==> src/rtl/svm_ctrl_pkg.sv <==
// Shared types and constants for the SVM sliding-window controller.
package svm_ctrl_pkg;

  typedef enum logic [1:0] {
    IDLE,
    WAIT_RDY,
    ISSUE,
    DRAIN
  } ctrl_state_e;

  // Fixed-point split of the feature words fed to the SVM lanes.
  localparam int FEA_I = 4;
  localparam int FEA_F = 28;

endpackage

==> src/rtl/svm_window_ctrl_if.sv <==
// Block-buffer read / SVM beat / SVM result bus between controller and datapath.
interface svm_window_ctrl_if #(
  parameter int AW   = 9,
  parameter int SW_W = 11
);

  logic            svm_ready;
  logic            rd_en;
  logic [AW-1:0]   rd_addr_a;
  logic [AW-1:0]   rd_addr_b;
  logic [AW-1:0]   rd_addr_c;
  logic [AW-1:0]   rd_addr_d;
  logic            svm_i_valid;
  logic [SW_W-1:0] svm_sw_id;
  logic            res_valid;
  logic            res_is_person;
  logic [SW_W-1:0] res_sw_id;

  modport master (
    input  svm_ready, res_valid, res_is_person, res_sw_id,
    output rd_en, rd_addr_a, rd_addr_b, rd_addr_c, rd_addr_d,
    output svm_i_valid, svm_sw_id
  );

  modport slave (
    output svm_ready, res_valid, res_is_person, res_sw_id,
    input  rd_en, rd_addr_a, rd_addr_b, rd_addr_c, rd_addr_d,
    input  svm_i_valid, svm_sw_id
  );

endinterface

==> src/rtl/svm_win_addr_gen.sv <==
// Window/beat position tracker producing four lane addresses per beat with adders only.
module svm_win_addr_gen #(
  parameter int GRID_W = 16,
  parameter int GRID_H = 32,
  parameter int WIN_W  = 8,
  parameter int WIN_H  = 16,
  parameter int AW     = 9,
  parameter int SW_W   = 11
) (
  input  logic            clk,
  input  logic            rst,
  input  logic            clr_i,
  input  logic            beat_adv_i,
  input  logic            win_adv_i,
  output logic [AW-1:0]   addr_a_o,
  output logic [AW-1:0]   addr_b_o,
  output logic [AW-1:0]   addr_c_o,
  output logic [AW-1:0]   addr_d_o,
  output logic [SW_W-1:0] sw_id_o,
  output logic            last_beat_o,
  output logic            last_win_o
);

  localparam int NWX   = GRID_W - WIN_W + 1;
  localparam int NWIN  = NWX * (GRID_H - WIN_H + 1);
  localparam int BEATS = WIN_W * WIN_H / 4;
  localparam int BW    = $clog2(BEATS) + 1;
  localparam int CW    = $clog2(WIN_W) + 1;
  localparam int XW    = $clog2(NWX) + 1;
  localparam logic [AW-1:0] ROW_JUMP = AW'(GRID_W - WIN_W + 1);

  logic [AW-1:0]   base_q;
  logic [XW-1:0]   wx_q;
  logic [SW_W-1:0] sw_id_q;
  logic [BW-1:0]   beat_q;
  logic [CW-1:0]   col0_q;
  logic [AW-1:0]   off0_q;

  logic [CW-1:0]   lane_col [5];
  logic [AW-1:0]   lane_off [5];

  // Each lane is the previous one stepped by one local block; entry 4 is the next beat's origin.
  always_comb begin
    lane_col[0] = col0_q;
    lane_off[0] = off0_q;
    for (int unsigned j = 0; j < 4; j++) begin
      if (lane_col[j] == CW'(WIN_W - 1)) begin
        lane_col[j+1] = '0;
        lane_off[j+1] = lane_off[j] + ROW_JUMP;
      end else begin
        lane_col[j+1] = lane_col[j] + CW'(1);
        lane_off[j+1] = lane_off[j] + AW'(1);
      end
    end
  end

  always_ff @(posedge clk or posedge rst) begin
    if (rst) begin
      base_q  <= '0;
      wx_q    <= '0;
      sw_id_q <= '0;
      beat_q  <= '0;
      col0_q  <= '0;
      off0_q  <= '0;
    end else if (clr_i) begin
      base_q  <= '0;
      wx_q    <= '0;
      sw_id_q <= '0;
      beat_q  <= '0;
      col0_q  <= '0;
      off0_q  <= '0;
    end else if (win_adv_i) begin
      beat_q  <= '0;
      col0_q  <= '0;
      off0_q  <= '0;
      sw_id_q <= sw_id_q + SW_W'(1);
      if (wx_q == XW'(NWX - 1)) begin
        wx_q   <= '0;
        base_q <= base_q + AW'(WIN_W);
      end else begin
        wx_q   <= wx_q + XW'(1);
        base_q <= base_q + AW'(1);
      end
    end else if (beat_adv_i) begin
      beat_q <= beat_q + BW'(1);
      col0_q <= lane_col[4];
      off0_q <= lane_off[4];
    end
  end

  assign addr_a_o    = base_q + lane_off[0];
  assign addr_b_o    = base_q + lane_off[1];
  assign addr_c_o    = base_q + lane_off[2];
  assign addr_d_o    = base_q + lane_off[3];
  assign sw_id_o     = sw_id_q;
  assign last_beat_o = (beat_q == BW'(BEATS - 1));
  assign last_win_o  = (sw_id_q == SW_W'(NWIN - 1));

endmodule

==> src/rtl/svm_window_ctrl.sv <==
// Sliding-window scan controller feeding block-buffer reads and SVM beats.
// Optional SVM_CTRL_PERF_EN adds a saturating stall_cnt output.
module svm_window_ctrl
  import svm_ctrl_pkg::*;
#(
  parameter int GRID_W = 16,
  parameter int GRID_H = 32,
  parameter int WIN_W  = 8,
  parameter int WIN_H  = 16,
  parameter int SW_W   = 11,
  parameter int AW     = 9
) (
  input  logic            clk,
  input  logic            rst,
  input  logic            start,
  output logic            busy,
  output logic            frame_done,
  output logic            det_valid,
  output logic [SW_W-1:0] det_sw_id,
  output logic [SW_W:0]   det_cnt,
  svm_window_ctrl_if.master bus
`ifdef SVM_CTRL_PERF_EN
  ,
  output logic [15:0]     stall_cnt
`endif
);

  localparam int NWIN = (GRID_W - WIN_W + 1) * (GRID_H - WIN_H + 1);
  localparam logic [SW_W:0] NWIN_C = (SW_W + 1)'(NWIN);

  ctrl_state_e state_q, state_d;

  logic            clr, beat_adv, win_adv;
  logic            last_beat, last_win;
  logic            rd_en, start_acc, res_done, hit;
  logic [AW-1:0]   addr_a, addr_b, addr_c, addr_d;
  logic [SW_W-1:0] sw_id;

  logic            vld_q;
  logic [SW_W-1:0] vld_id_q;
  logic [SW_W:0]   res_cnt_q;
  logic            det_valid_q;
  logic [SW_W-1:0] det_sw_id_q;
  logic [SW_W:0]   det_cnt_q;

  svm_win_addr_gen #(
    .GRID_W (GRID_W),
    .GRID_H (GRID_H),
    .WIN_W  (WIN_W),
    .WIN_H  (WIN_H),
    .AW     (AW),
    .SW_W   (SW_W)
  ) u_addr (
    .clk         (clk),
    .rst         (rst),
    .clr_i       (clr),
    .beat_adv_i  (beat_adv),
    .win_adv_i   (win_adv),
    .addr_a_o    (addr_a),
    .addr_b_o    (addr_b),
    .addr_c_o    (addr_c),
    .addr_d_o    (addr_d),
    .sw_id_o     (sw_id),
    .last_beat_o (last_beat),
    .last_win_o  (last_win)
  );

  assign start_acc = start && (state_q == IDLE);
  assign res_done  = (res_cnt_q >= NWIN_C);
  assign hit       = bus.res_valid && bus.res_is_person;

  always_comb begin
    state_d  = state_q;
    clr      = 1'b0;
    beat_adv = 1'b0;
    win_adv  = 1'b0;
    case (state_q)
      IDLE: begin
        if (start) begin
          clr     = 1'b1;
          state_d = WAIT_RDY;
        end
      end
      WAIT_RDY: begin
        if (bus.svm_ready) state_d = ISSUE;
      end
      ISSUE: begin
        if (!last_beat) begin
          beat_adv = 1'b1;
        end else if (last_win) begin
          state_d = DRAIN;
        end else begin
          win_adv = 1'b1;
          state_d = WAIT_RDY;
        end
      end
      DRAIN: begin
        if (res_done) state_d = IDLE;
      end
      default: state_d = IDLE;
    endcase
  end

  always_ff @(posedge clk or posedge rst) begin
    if (rst) state_q <= IDLE;
    else     state_q <= state_d;
  end

  // The beat tag trails rd_en by one cycle to line up with the buffer read data.
  always_ff @(posedge clk or posedge rst) begin
    if (rst) begin
      vld_q    <= 1'b0;
      vld_id_q <= '0;
    end else begin
      vld_q    <= rd_en;
      vld_id_q <= sw_id;
    end
  end

  // Result counter saturates at the window total so a frame end is never missed.
  always_ff @(posedge clk or posedge rst) begin
    if (rst) begin
      res_cnt_q   <= '0;
      det_valid_q <= 1'b0;
      det_sw_id_q <= '0;
      det_cnt_q   <= '0;
    end else begin
      det_valid_q <= hit;
      if (hit) det_sw_id_q <= bus.res_sw_id;
      if (start_acc) begin
        res_cnt_q <= '0;
        det_cnt_q <= '0;
      end else begin
        if (bus.res_valid && !res_done) res_cnt_q <= res_cnt_q + (SW_W + 1)'(1);
        if (hit) det_cnt_q <= det_cnt_q + (SW_W + 1)'(1);
      end
    end
  end

`ifdef SVM_CTRL_PERF_EN
  logic [15:0] stall_cnt_q;

  always_ff @(posedge clk or posedge rst) begin
    if (rst) begin
      stall_cnt_q <= '0;
    end else if (start_acc) begin
      stall_cnt_q <= '0;
    end else if (state_q == WAIT_RDY && !bus.svm_ready && stall_cnt_q != '1) begin
      stall_cnt_q <= stall_cnt_q + 16'd1;
    end
  end

  assign stall_cnt = stall_cnt_q;
`endif

  assign rd_en           = (state_q == ISSUE);
  assign bus.rd_en       = rd_en;
  assign bus.rd_addr_a   = rd_en ? addr_a : '0;
  assign bus.rd_addr_b   = rd_en ? addr_b : '0;
  assign bus.rd_addr_c   = rd_en ? addr_c : '0;
  assign bus.rd_addr_d   = rd_en ? addr_d : '0;
  assign bus.svm_i_valid = vld_q;
  assign bus.svm_sw_id   = vld_id_q;

  assign busy       = (state_q != IDLE);
  assign frame_done = (state_q == DRAIN) && res_done;
  assign det_valid  = det_valid_q;
  assign det_sw_id  = det_sw_id_q;
  assign det_cnt    = det_cnt_q;

endmodule

==> src/flat_wrapper.sv <==
// flat-port wrapper written by rule: the top's interface ports become plain ports
module svm_window_ctrl_flat import svm_ctrl_pkg::*;
#(
  parameter int GRID_W = 16,
  parameter int GRID_H = 32,
  parameter int WIN_W  = 8,
  parameter int WIN_H  = 16,
  parameter int SW_W   = 11,
  parameter int AW     = 9
)
  (clk, rst, start, busy, frame_done, det_valid, det_sw_id, det_cnt, bus_svm_ready, bus_res_valid, bus_res_is_person, bus_res_sw_id, bus_rd_en, bus_rd_addr_a, bus_rd_addr_b, bus_rd_addr_c, bus_rd_addr_d, bus_svm_i_valid, bus_svm_sw_id);
  svm_window_ctrl_if #(.AW(AW), .SW_W(SW_W)) bus_i ();
  input  logic clk;
  input  logic rst;
  input  logic start;
  output logic busy;
  output logic frame_done;
  output logic det_valid;
  output logic [SW_W-1:0] det_sw_id;
  output logic [SW_W:0] det_cnt;
  input wire logic [$bits(bus_i.svm_ready)-1:0] bus_svm_ready;
  input wire logic [$bits(bus_i.res_valid)-1:0] bus_res_valid;
  input wire logic [$bits(bus_i.res_is_person)-1:0] bus_res_is_person;
  input wire logic [$bits(bus_i.res_sw_id)-1:0] bus_res_sw_id;
  output wire logic [$bits(bus_i.rd_en)-1:0] bus_rd_en;
  output wire logic [$bits(bus_i.rd_addr_a)-1:0] bus_rd_addr_a;
  output wire logic [$bits(bus_i.rd_addr_b)-1:0] bus_rd_addr_b;
  output wire logic [$bits(bus_i.rd_addr_c)-1:0] bus_rd_addr_c;
  output wire logic [$bits(bus_i.rd_addr_d)-1:0] bus_rd_addr_d;
  output wire logic [$bits(bus_i.svm_i_valid)-1:0] bus_svm_i_valid;
  output wire logic [$bits(bus_i.svm_sw_id)-1:0] bus_svm_sw_id;
  assign bus_i.svm_ready = bus_svm_ready;
  assign bus_i.res_valid = bus_res_valid;
  assign bus_i.res_is_person = bus_res_is_person;
  assign bus_i.res_sw_id = bus_res_sw_id;
  assign bus_rd_en = bus_i.rd_en;
  assign bus_rd_addr_a = bus_i.rd_addr_a;
  assign bus_rd_addr_b = bus_i.rd_addr_b;
  assign bus_rd_addr_c = bus_i.rd_addr_c;
  assign bus_rd_addr_d = bus_i.rd_addr_d;
  assign bus_svm_i_valid = bus_i.svm_i_valid;
  assign bus_svm_sw_id = bus_i.svm_sw_id;
  svm_window_ctrl #(.GRID_W(GRID_W), .GRID_H(GRID_H), .WIN_W(WIN_W), .WIN_H(WIN_H), .SW_W(SW_W), .AW(AW)) u_core (.clk(clk), .rst(rst), .start(start), .busy(busy), .frame_done(frame_done), .det_valid(det_valid), .det_sw_id(det_sw_id), .det_cnt(det_cnt), .bus(bus_i));
endmodule
==> config.mk <==
export PLATFORM = sky130hd
export DESIGN_NAME = svm_window_ctrl_flat
export DESIGN_NICKNAME = d
export VERILOG_FILES = /design/src/rtl/svm_ctrl_pkg.sv /design/src/rtl/svm_window_ctrl_if.sv /design/src/rtl/svm_win_addr_gen.sv /design/src/rtl/svm_window_ctrl.sv /design/src/flat_wrapper.sv
export SDC_FILE = /design/constraint.sdc
export NUM_CORES = 1
export LEC_CHECK = 0
export ABC_CLOCK_PERIOD_IN_PS = 8600
export BUFFER_PORTS_ARGS = -buffer_cell sky130_fd_sc_hd__buf_2
export CELL_PAD_IN_SITES_DETAIL_PLACEMENT = 1
export CELL_PAD_IN_SITES_GLOBAL_PLACEMENT = 2
export CORE_MARGIN = 2
export CORE_UTILIZATION = 39
export DETAILED_ROUTE_END_ITERATION = 16
export PLACE_DENSITY_LB_ADDON = 0.1
export SETUP_SLACK_MARGIN = 0.15
export SYNTH_ARGS = -nofsm -noshare
export SYNTH_HDL_FRONTEND = slang
export SYNTH_SLANG_ARGS = --single-unit
==> constraint.sdc <==
create_clock -name clk -period 8.6 [get_ports clk]
set_input_delay 0 -clock clk [delete_from_list [all_inputs] [get_ports clk]]
set_output_delay 0 -clock clk [all_outputs]
set_load 0.01 [all_outputs]
==> out/metrics.cfg, run 1 <==
[cells_and_area]
multi_input_comb_area_um2 = 3580
mostFrequentLayoutCells = sky130_fd_sc_hd__dfrtp_1, sky130_fd_sc_hd__buf_2, sky130_fd_sc_hd__nor2_1
mostFrequentLayoutCell = sky130_fd_sc_hd__dfrtp_1
seqCellArea_um2 = 2330
nFillCells = 1801
layout-drive-gt1-share_pct = 18.0
synthToLayoutAreaGrowth_pct = 17.0
antenna_cells = 0
nets = 818

[route]
drc_errors = 0
route.vias.total = 5034
drt_wl_total_um = 15700
drtPass1Iterations = 4
detail_route.wirelength.met1_um = 7230
routed_wire_length_per_instance_um = 16.3
top_metal_used = met4
met3_wirelength_um = 400
final_antenna_net_count = 0
drt_iter0_drc = 179
avgViaCountPerCell = 5.24
met2_length_um = 7790

[place]
io_buffers = 91
place_hpwl_um = 11700
gp_congestion = 0.837

[worst_setup_path]
cp-endpoint = bus_rd_addr_d[8]
critPathMaxStageDelay_ns = 0.57
cp_slowest_cell = sky130_fd_sc_hd__dfrtp_1
critPathCaptureType = output port
r2r_start = u_core.u_addr.col0_q[0]$_DFFE_PP0P_
largest_delay_share_family_worst_path = adder cells
r2r.worst_path.cells = 13
cp.required_ns = 8.60
critPathLaunchType = flip-flop
start_to_end_type_of_the_worst_setup_path = flip-flop to output port
end_of_the_worst_register_to_register_path = u_core.u_addr.off0_q[8]$_DFFE_PP0P_
critPathMaxFanout = 12
worstPathCellList = ha_1 -> nor2b_1 -> and2_1 -> ha_1 -> ha_1 -> a31oi_1 -> xnor2_1 -> nand2_1 -> nor2b_1 -> ha_1 -> o21ai_0 -> a21oi_1 -> o41ai_1 -> xnor2_1 -> mux2i_1 -> buf_2
critical-path-top-cell-by-count = sky130_fd_sc_hd__ha_1
timing.critical_path.depth = 16
worst-endpoint-arrival_ns = 5.03
setup.reg_to_reg.worst_slack_ns = 4.29
buffer_and_inverter_count_on_the_worst_path = 1
launch_point_of_the_critical_path = u_core.u_addr.col0_q[0]$_DFFE_PP0P_

[floorplan]
floorplan.die_area_um2 = 16800
floorplan.core_area_um2 = 15300
floorplan.die.width_um = 130
start_util_pct = 40.1
io_pins = 92
die-height_um = 130
rows = 45

[pwr]
p_switching_mw = 1.04
power.clock.fraction_pct = 17.1
seqPwrFrac_pct = 32.7
sw_frac_of_total_pct = 44.3
cellInternalPower_mw = 1.31
leakagePower_nw = 3.47
power.density_cell_area_nw_per_um2 = 326
relative_contribution_of_combinational_cells_to_total_power_pct = 50.2
peakVddDrop_v = 0.000115

[clock_network]
cts_root_buf = sky130_fd_sc_hd__clkbuf_16
clock_latency_ns = 0.34
number_of_buffers_added_to_fix_hold_violations_after_cts = 13
tritoncts_sinks = 93
number_of_buffers_added_by_the_clock_tree_synthesis_step = 9
max-clock-path-buffers = 2
ctsResizeCount = 0
cts_tree = built
htreeDepth = 3
postCtsSetupBuffers = 0
clk_pin_slew_ns = 0.07

[grt]
grt_total_usage_pct = 19.6
overflow = 0
grt_first_pass_wirelength_um = 26300
antenna_found_initial = 0
pin_count_of_the_biggest_net_entering_global_routing = 74
vias_in_the_first_global_route = 5262

[synth]
top_reg_cell_synth = sky130_fd_sc_hd__dfrtp_1
synthesis.instances = 652
synth_seq_cells = 93
synthesis.nets = 725
postSynth.asyncResetShare_pct = 100
yosysSeqAreaShare_pct = 37.9
synth-edff-count = 0
syn_area_per_cell_um2 = 9.43
synth.cell_area_um2 = 6150
ys_types = 65
yosysWarnings = 0

[sta]
report.final.hold_viol_count = 0
finalSetupTns_ns = 0
holdWs_ns = 0.0298
rsz0062_at_grt = false
final-setup-viol-count = 0
timing.fmax_mhz = 199
max_slew.worst_pin.slew_ns = 0.941
timing.clock.skew_ns = 0.00858
slew_headroom_pct = 37.3
finalMaxSlewViolations = 0
final.min_clock_period_ns = 5.03
period_share_pct = 58.4

[flow_run]
drv_cap = 0

[outcome]
run_status = completed

[hold_path]
worst_hold_path_type = primary input to flip-flop

power by group through the flow:
stage	sequential (mW)	combinational, mW	clock (mW)
floorplan	0.727	0.857	0
global placement	0.769	1.16	0
detailed placement	0.777	1.18	0
CTS	0.771	1.20	0.415
global route	0.798	1.34	0.433
finish	0.768	1.18	0.401
final cells by class:
class / instances / area share (%)
clock buffers: 12 / 3.43
multi-input cells: 504 / 49.7
flip-flops and latches: 93 / 32.3
clock inverters: 4 / 0.765
inverters: 29 / 1.53
well taps: 211 / 3.67
repair buffers: 108 / 8.56
synth_stat cells (all sizes together) (2+ instances only):
cell type	number	area (um^2)
o21bai	5	37.5
a2111oi	5	68.8
ha	53	663
nor4	5	31.3
xnor2	36	315
a211oi	4	42.5
nand4	21	131
or3b	2	17.5
a221oi	2	23.8
clkbuf	13	48.8
nor2	89	337
o21ai	25	125
a31oi	5	31.3
a311oi	2	23.8
or2	3	18.8
mux2	12	135
xor2	40	350
inv	28	105
fa	3	60.1
nor4bb	3	30.0
and4	3	26.3
dfrtp	93	2330
a22o	3	26.3
and2	10	62.6
or3	6	37.5
nand2b	7	43.8
a21o	8	60.1
o211a	2	20.0
a21oi	33	165
nor3	13	76.3
nand3	17	90.1
and3	8	50.1
nand2	43	161
o41ai	3	26.3
o21a	2	15.0
buf	13	87.6
nor2b	9	56.3
nor3b	4	30.0
mux2i	5	50.1
logic make-up (layout without fill, tap and decap cells):
kind of cell             count (synthesis)  count (layout)  synth area share [%]
flip-flops                              93              93                  37.9
XOR/XNOR                                76              76                  10.8
adder cells (fa/ha/maj)                 57              57                  11.9
AO/OA/AOI/OAI                          108             108                  12.4
buffers and inverters                   55             153                  3.99
multiplexers                            17              17                  3.01
AND/OR/NAND/NOR                        246             246                  20.0
metal layers:
metal / vias up / track usage, %
li1: 2456 / -
met1: 2474 / 25.7
met2: 84 / 34.3
met3: 20 / 2.68
met4: 0 / 4.81
met5: - / 0
metrics by stage:
step	cell area, um^2	utilization (%)	power [mW]	worst slack (ns)	std cells
2_1_floorplan	6150	-	1.58	4.73	652
3_3_place_gp	6760	44.2	1.93	4.12	932
3_5_place_dp	6760	44.2	1.96	3.99	932
4_1_cts	7190	47.0	2.39	3.58	961
5_1_grt	7190	47.0	2.57	3.11	961
6_report	7190	47.0	2.35	3.57	961
sequential cells by signal, summed over array words and instances (netlist names):
name	flops
u_core.det_sw_id	11
u_core.det_cnt	12
u_core.res_cnt_q	12
u_core.u_addr.beat_q	6
u_core.u_addr.sw_id_o	11
u_core.det_valid	1
u_core.u_addr.col0_q	4
u_core.bus.svm_sw_id	11
u_core.u_addr.base_q	9
u_core.state_q	2
u_core.u_addr.wx_q	5
u_core.u_addr.off0_q	8
u_core.bus.svm_i_valid	1
tightest hold or removal path, cell delays in order:
cell,delay (ns)
sky130_fd_sc_hd__buf_2,0.10
sky130_fd_sc_hd__o21ai_0,0.07
sky130_fd_sc_hd__o21ai_0,0.15
worst min path at each step:
stage                startpoint                                to  slack [ns]  cells past startpoint
2_1_floorplan  bus_res_sw_id[6]   u_core.det_sw_id[6]$_DFFE_PP0P_        0.15                      1
3_3_place_gp                rst  u_core.det_sw_id[10]$_DFFE_PP0P_       -0.03                      2
3_5_place_dp                rst  u_core.det_sw_id[10]$_DFFE_PP0P_       -0.02                      2
4_1_cts                   start     u_core.state_q[0]$_DFFE_PP0P_        0.02                      3
5_1_grt                   start     u_core.state_q[0]$_DFFE_PP0P_        0.05                      3
6_report                  start     u_core.state_q[0]$_DFFE_PP0P_        0.03                      3
No activity file was read; power rests on OpenSTA's default activity.
==> run 2, diff against run 1 <==
--- a/config.mk
+++ b/config.mk
@@ -5,12 +5,13 @@
 export SDC_FILE = /design/constraint.sdc
 export NUM_CORES = 1
 export LEC_CHECK = 0
-export ABC_CLOCK_PERIOD_IN_PS = 8600
+export ABC_AREA = 1
+export ABC_CLOCK_PERIOD_IN_PS = 4100
 export BUFFER_PORTS_ARGS = -buffer_cell sky130_fd_sc_hd__buf_2
 export CELL_PAD_IN_SITES_DETAIL_PLACEMENT = 1
 export CELL_PAD_IN_SITES_GLOBAL_PLACEMENT = 2
 export CORE_MARGIN = 2
-export CORE_UTILIZATION = 39
+export CORE_UTILIZATION = 30
 export DETAILED_ROUTE_END_ITERATION = 16
 export PLACE_DENSITY_LB_ADDON = 0.1
 export SETUP_SLACK_MARGIN = 0.15
==> constraint.sdc (replaced) <==
create_clock -name clk -period 4.1 [get_ports clk]
set_input_delay 0 -clock clk [delete_from_list [all_inputs] [get_ports clk]]
set_output_delay 0 -clock clk [all_outputs]
set_load 0.01 [all_outputs]
==> out/metrics.cfg, run 2 <==
[clock_network]
cts_tree = built
number_of_buffers_added_by_the_clock_tree_synthesis_step = 9  ; unchanged
tritoncts_sinks = 93  ; unchanged
clock_latency_ns = 0.35  ; about the same
clk_pin_slew_ns = 0.08  ; about the same
max-clock-path-buffers = 2  ; unchanged
htreeDepth = 3  ; unchanged
cts_root_buf = sky130_fd_sc_hd__clkbuf_16

[worst_setup_path]
critPathMaxFanout = 5  ; -7
critPathLaunchType = flip-flop
cp.required_ns = 4.10  ; -4.50 ns
r2r.worst_path.cells = 19  ; +6
start_to_end_type_of_the_worst_setup_path = flip-flop to output port
worst-endpoint-arrival_ns = 3.72  ; -1.31 ns
critPathCaptureType = output port

[route]
avgViaCountPerCell = 4.77  ; -9.0%
routed_wire_length_per_instance_um = 15.4  ; -5.7%
drc_errors = 0  ; unchanged
drtPass1Iterations = 6  ; +2
drt_wl_total_um = 19400  ; +24%
route.vias.total = 6035  ; +20%
final_antenna_net_count = 0  ; unchanged
drt_iter0_drc = 176  ; -1.7%

[synth]
leading_post_synthesis_cells_by_instance_count = sky130_fd_sc_hd__nand2_1, sky130_fd_sc_hd__inv_1, sky130_fd_sc_hd__dfrtp_1, sky130_fd_sc_hd__nor2_1, sky130_fd_sc_hd__o21ai_0
syn_area_per_cell_um2 = 7.48  ; -21%
postSynth.asyncResetShare_pct = 100  ; unchanged
synth.cell_area_um2 = 6540  ; +6.4%
synth-edff-count = 0  ; unchanged
synth_largest_type_area_fraction_pct = 35.6  ; -2.3 points
netlist.top_cell.by_area = sky130_fd_sc_hd__dfrtp_1
synth_seq_cells = 93  ; unchanged
top_reg_cell_synth = sky130_fd_sc_hd__dfrtp_1
yosysWarnings = 0  ; unchanged
ys_types = 51  ; -22%
yosysSeqAreaShare_pct = 35.6  ; -2.3 points
synthesis.instances = 875  ; +34%
synthesis.nets = 948  ; +31%
synth_most_common_cell = sky130_fd_sc_hd__nand2_1
synth.top_cells.by_area = sky130_fd_sc_hd__dfrtp_1, sky130_fd_sc_hd__nand2_1, sky130_fd_sc_hd__ha_1

[flow_run]
drv_cap = 0  ; unchanged

[cells_and_area]
synthToLayoutAreaGrowth_pct = 19.6
nFillCells = 2728  ; +51%
mostFrequentLayoutCells = sky130_fd_sc_hd__nand2_1, sky130_fd_sc_hd__inv_1, sky130_fd_sc_hd__dfrtp_1
antenna_cells = 0  ; unchanged
mostFrequentLayoutCell = sky130_fd_sc_hd__nand2_1
nets = 1054  ; +29%
layout-drive-gt1-share_pct = 18.3  ; +0.26 points
final_util_pct = 36.2  ; -11 points

[pwr]
sw_frac_of_total_pct = 45.0  ; +0.73 points
power.clock.fraction_pct = 22.1  ; +5.0 points
power.density_cell_area_nw_per_um2 = 489  ; +50%
seqPwrFrac_pct = 32.2  ; -0.5 points
peakVddDrop_v = 0.000223  ; +94%
relative_contribution_of_combinational_cells_to_total_power_pct = 45.7  ; -4.5 points
leakagePower_nw = 3.99  ; +15%
cellInternalPower_mw = 2.10  ; +61%
p_switching_mw = 1.72  ; +66%

[sta]
timing.clock.skew_ns = 0.0135  ; +0.00491 ns
final-setup-viol-count = 0  ; unchanged
period_share_pct = 90.7
finalSetupTns_ns = 0  ; unchanged
timing.fmax_mhz = 269
finalMaxSlewViolations = 0  ; unchanged
report.final.hold_viol_count = 0  ; unchanged
slew_headroom_pct = 36.5  ; -0.77 points
rsz0062_at_grt = true
max_slew.worst_pin.slew_ns = 0.952  ; +0.0115 ns
final.min_clock_period_ns = 3.72

[hold_path]
holdPathStages = 5  ; +2
worst_hold_path_type = primary input to flip-flop

[floorplan]
floorplan.die.width_um = 152  ; +17%
start_util_pct = 30.3  ; -9.9 points
rows = 54  ; +20%
die-height_um = 152  ; +17%
floorplan.core_area_um2 = 21600  ; +41%
floorplan.die_area_um2 = 23000  ; +37%
io_pins = 92  ; unchanged

[grt]
grt_first_pass_wirelength_um = 31500  ; +19%
grt_total_usage_pct = 17.5  ; -2.1 points
overflow = 0  ; unchanged
pin_count_of_the_biggest_net_entering_global_routing = 72  ; -2.7%
antenna_found_initial = 0  ; unchanged
vias_in_the_first_global_route = 6094  ; +16%

[outcome]
run_status = completed

[place]
gp_congestion = 0.791  ; -5.5%
place_hpwl_um = 14800  ; +27%
io_buffers = 91  ; unchanged

==> run 2: layer usage <==
| metal | wire (um) | track usage, % | vias to the layer above |
|---|---|---|---|
| li1 | - | - | 3060 |
| met1 | 9310 | 23.1 | 2896 |
| met2 | 9510 | 30.5 | 68 |
| met3 | 427 | 1.83 | 11 |
| met4 | 201 | 4.54 | 0 |
| met5 | 0 | 0 | - |
==> run 2: logic make-up after synthesis <==
| group | share of synthesized area (%) |
|---|---|
| DFF | 35.6 |
| and+or+nand+nor | 28.8 |
| buffers and inverters | 9.31 |
| xor gates and xnor gates | 2.41 |
| adders and majority gates | 11.1 |
| AOI/OAI and AO/OA | 12.9 |
==> run 2: cell type report <==
type	instances	area, um^2	share of cell area (%)
multi-input combinational	628	3680	47.0
tap	280	350	4.48
sequential	93	2330	29.7
timing repair buffer	115	671	8.57
clock inverter	7	63.8	0.815
clock buffer	9	225	2.88
inverter	134	509	6.51
==> run 2: timing repair <==
item | in CTS | in global routing
endpoints found under the hold margin | 82 | 0
gates resized for setup | 2 | 13
hold buffers | 14 | 0
buffers inserted | 0 | 5
setup endpoints to repair | 2 | 5
pin swaps | 0 | 4
==> run 2: worst max-delay path: stages (launching register included) <==
cell and delay (ns):
sky130_fd_sc_hd__dfrtp_1 0.42, sky130_fd_sc_hd__ha_1 0.22, sky130_fd_sc_hd__nand2_1 0.12, sky130_fd_sc_hd__nor2_4 0.06, sky130_fd_sc_hd__inv_1 0.07, sky130_fd_sc_hd__nand2_2 0.07, sky130_fd_sc_hd__nand2_2 0.08, sky130_fd_sc_hd__inv_1 0.07
sky130_fd_sc_hd__ha_4 0.29, sky130_fd_sc_hd__xor2_2 0.16, sky130_fd_sc_hd__ha_2 0.23, sky130_fd_sc_hd__nand3_4 0.12, sky130_fd_sc_hd__nor2_4 0.17, sky130_fd_sc_hd__nand2_2 0.10, sky130_fd_sc_hd__nand2_2 0.09, sky130_fd_sc_hd__inv_2 0.05
sky130_fd_sc_hd__ha_1 0.31, sky130_fd_sc_hd__inv_1 0.08, sky130_fd_sc_hd__o31a_1 0.32, sky130_fd_sc_hd__nand3_1 0.09, sky130_fd_sc_hd__nand2_1 0.05, sky130_fd_sc_hd__nor2_1 0.08, sky130_fd_sc_hd__buf_2 0.13
==> run 2: power groups by stage <==
stage / registers, mW / clock network (mW) / logic (mW)
floorplan: 1.21 / 0 / 1.18
global placement: 1.25 / 0 / 1.70
detailed placement: 1.25 / 0 / 1.71
CTS: 1.23 / 0.885 / 1.74
global route: 1.26 / 0.910 / 2.00
finish: 1.23 / 0.846 / 1.75
==> run 2: through the flow <==
step	area, um^2	hold slack (ns)	std cells	power, mW	setup slack, ns
floorplan	6540	0.110	875	2.38	0.819
global placement	7290	0.195	1231	2.94	0.549
detailed placement	7290	0.199	1231	2.96	0.472
CTS	7720	0.130	1261	3.85	0.160
global route	7830	0.170	1266	4.17	0.125
finish	7830	0.134	1266	3.82	0.381
==> run 2: final timing paths <==
| kind | slack (ns) | to | from |
|---|---|---|---|
| setup / recovery | 0.38 | bus_rd_addr_d[7] | u_core.u_addr.col0_q[1]$_DFFE_PP0P_ |
| hold / removal | 0.13 | u_core.res_cnt_q[0]$_DFFE_PP0P_ | bus_res_valid |
| setup reg to reg | 0.79 | u_core.u_addr.off0_q[8]$_DFFE_PP0P_ | u_core.u_addr.col0_q[1]$_DFFE_PP0P_ |
| hold reg to reg | 0.39 | u_core.bus.svm_sw_id[10]$_DFF_PP0_ | u_core.u_addr.sw_id_o[10]$_DFFE_PP0P_ |
| max in group asynchronous | 2.85 | u_core.det_sw_id[1]$_DFFE_PP0P_ | rst |
| min in group asynchronous | 0.38 | u_core.u_addr.beat_q[3]$_DFFE_PP0P_ | rst |
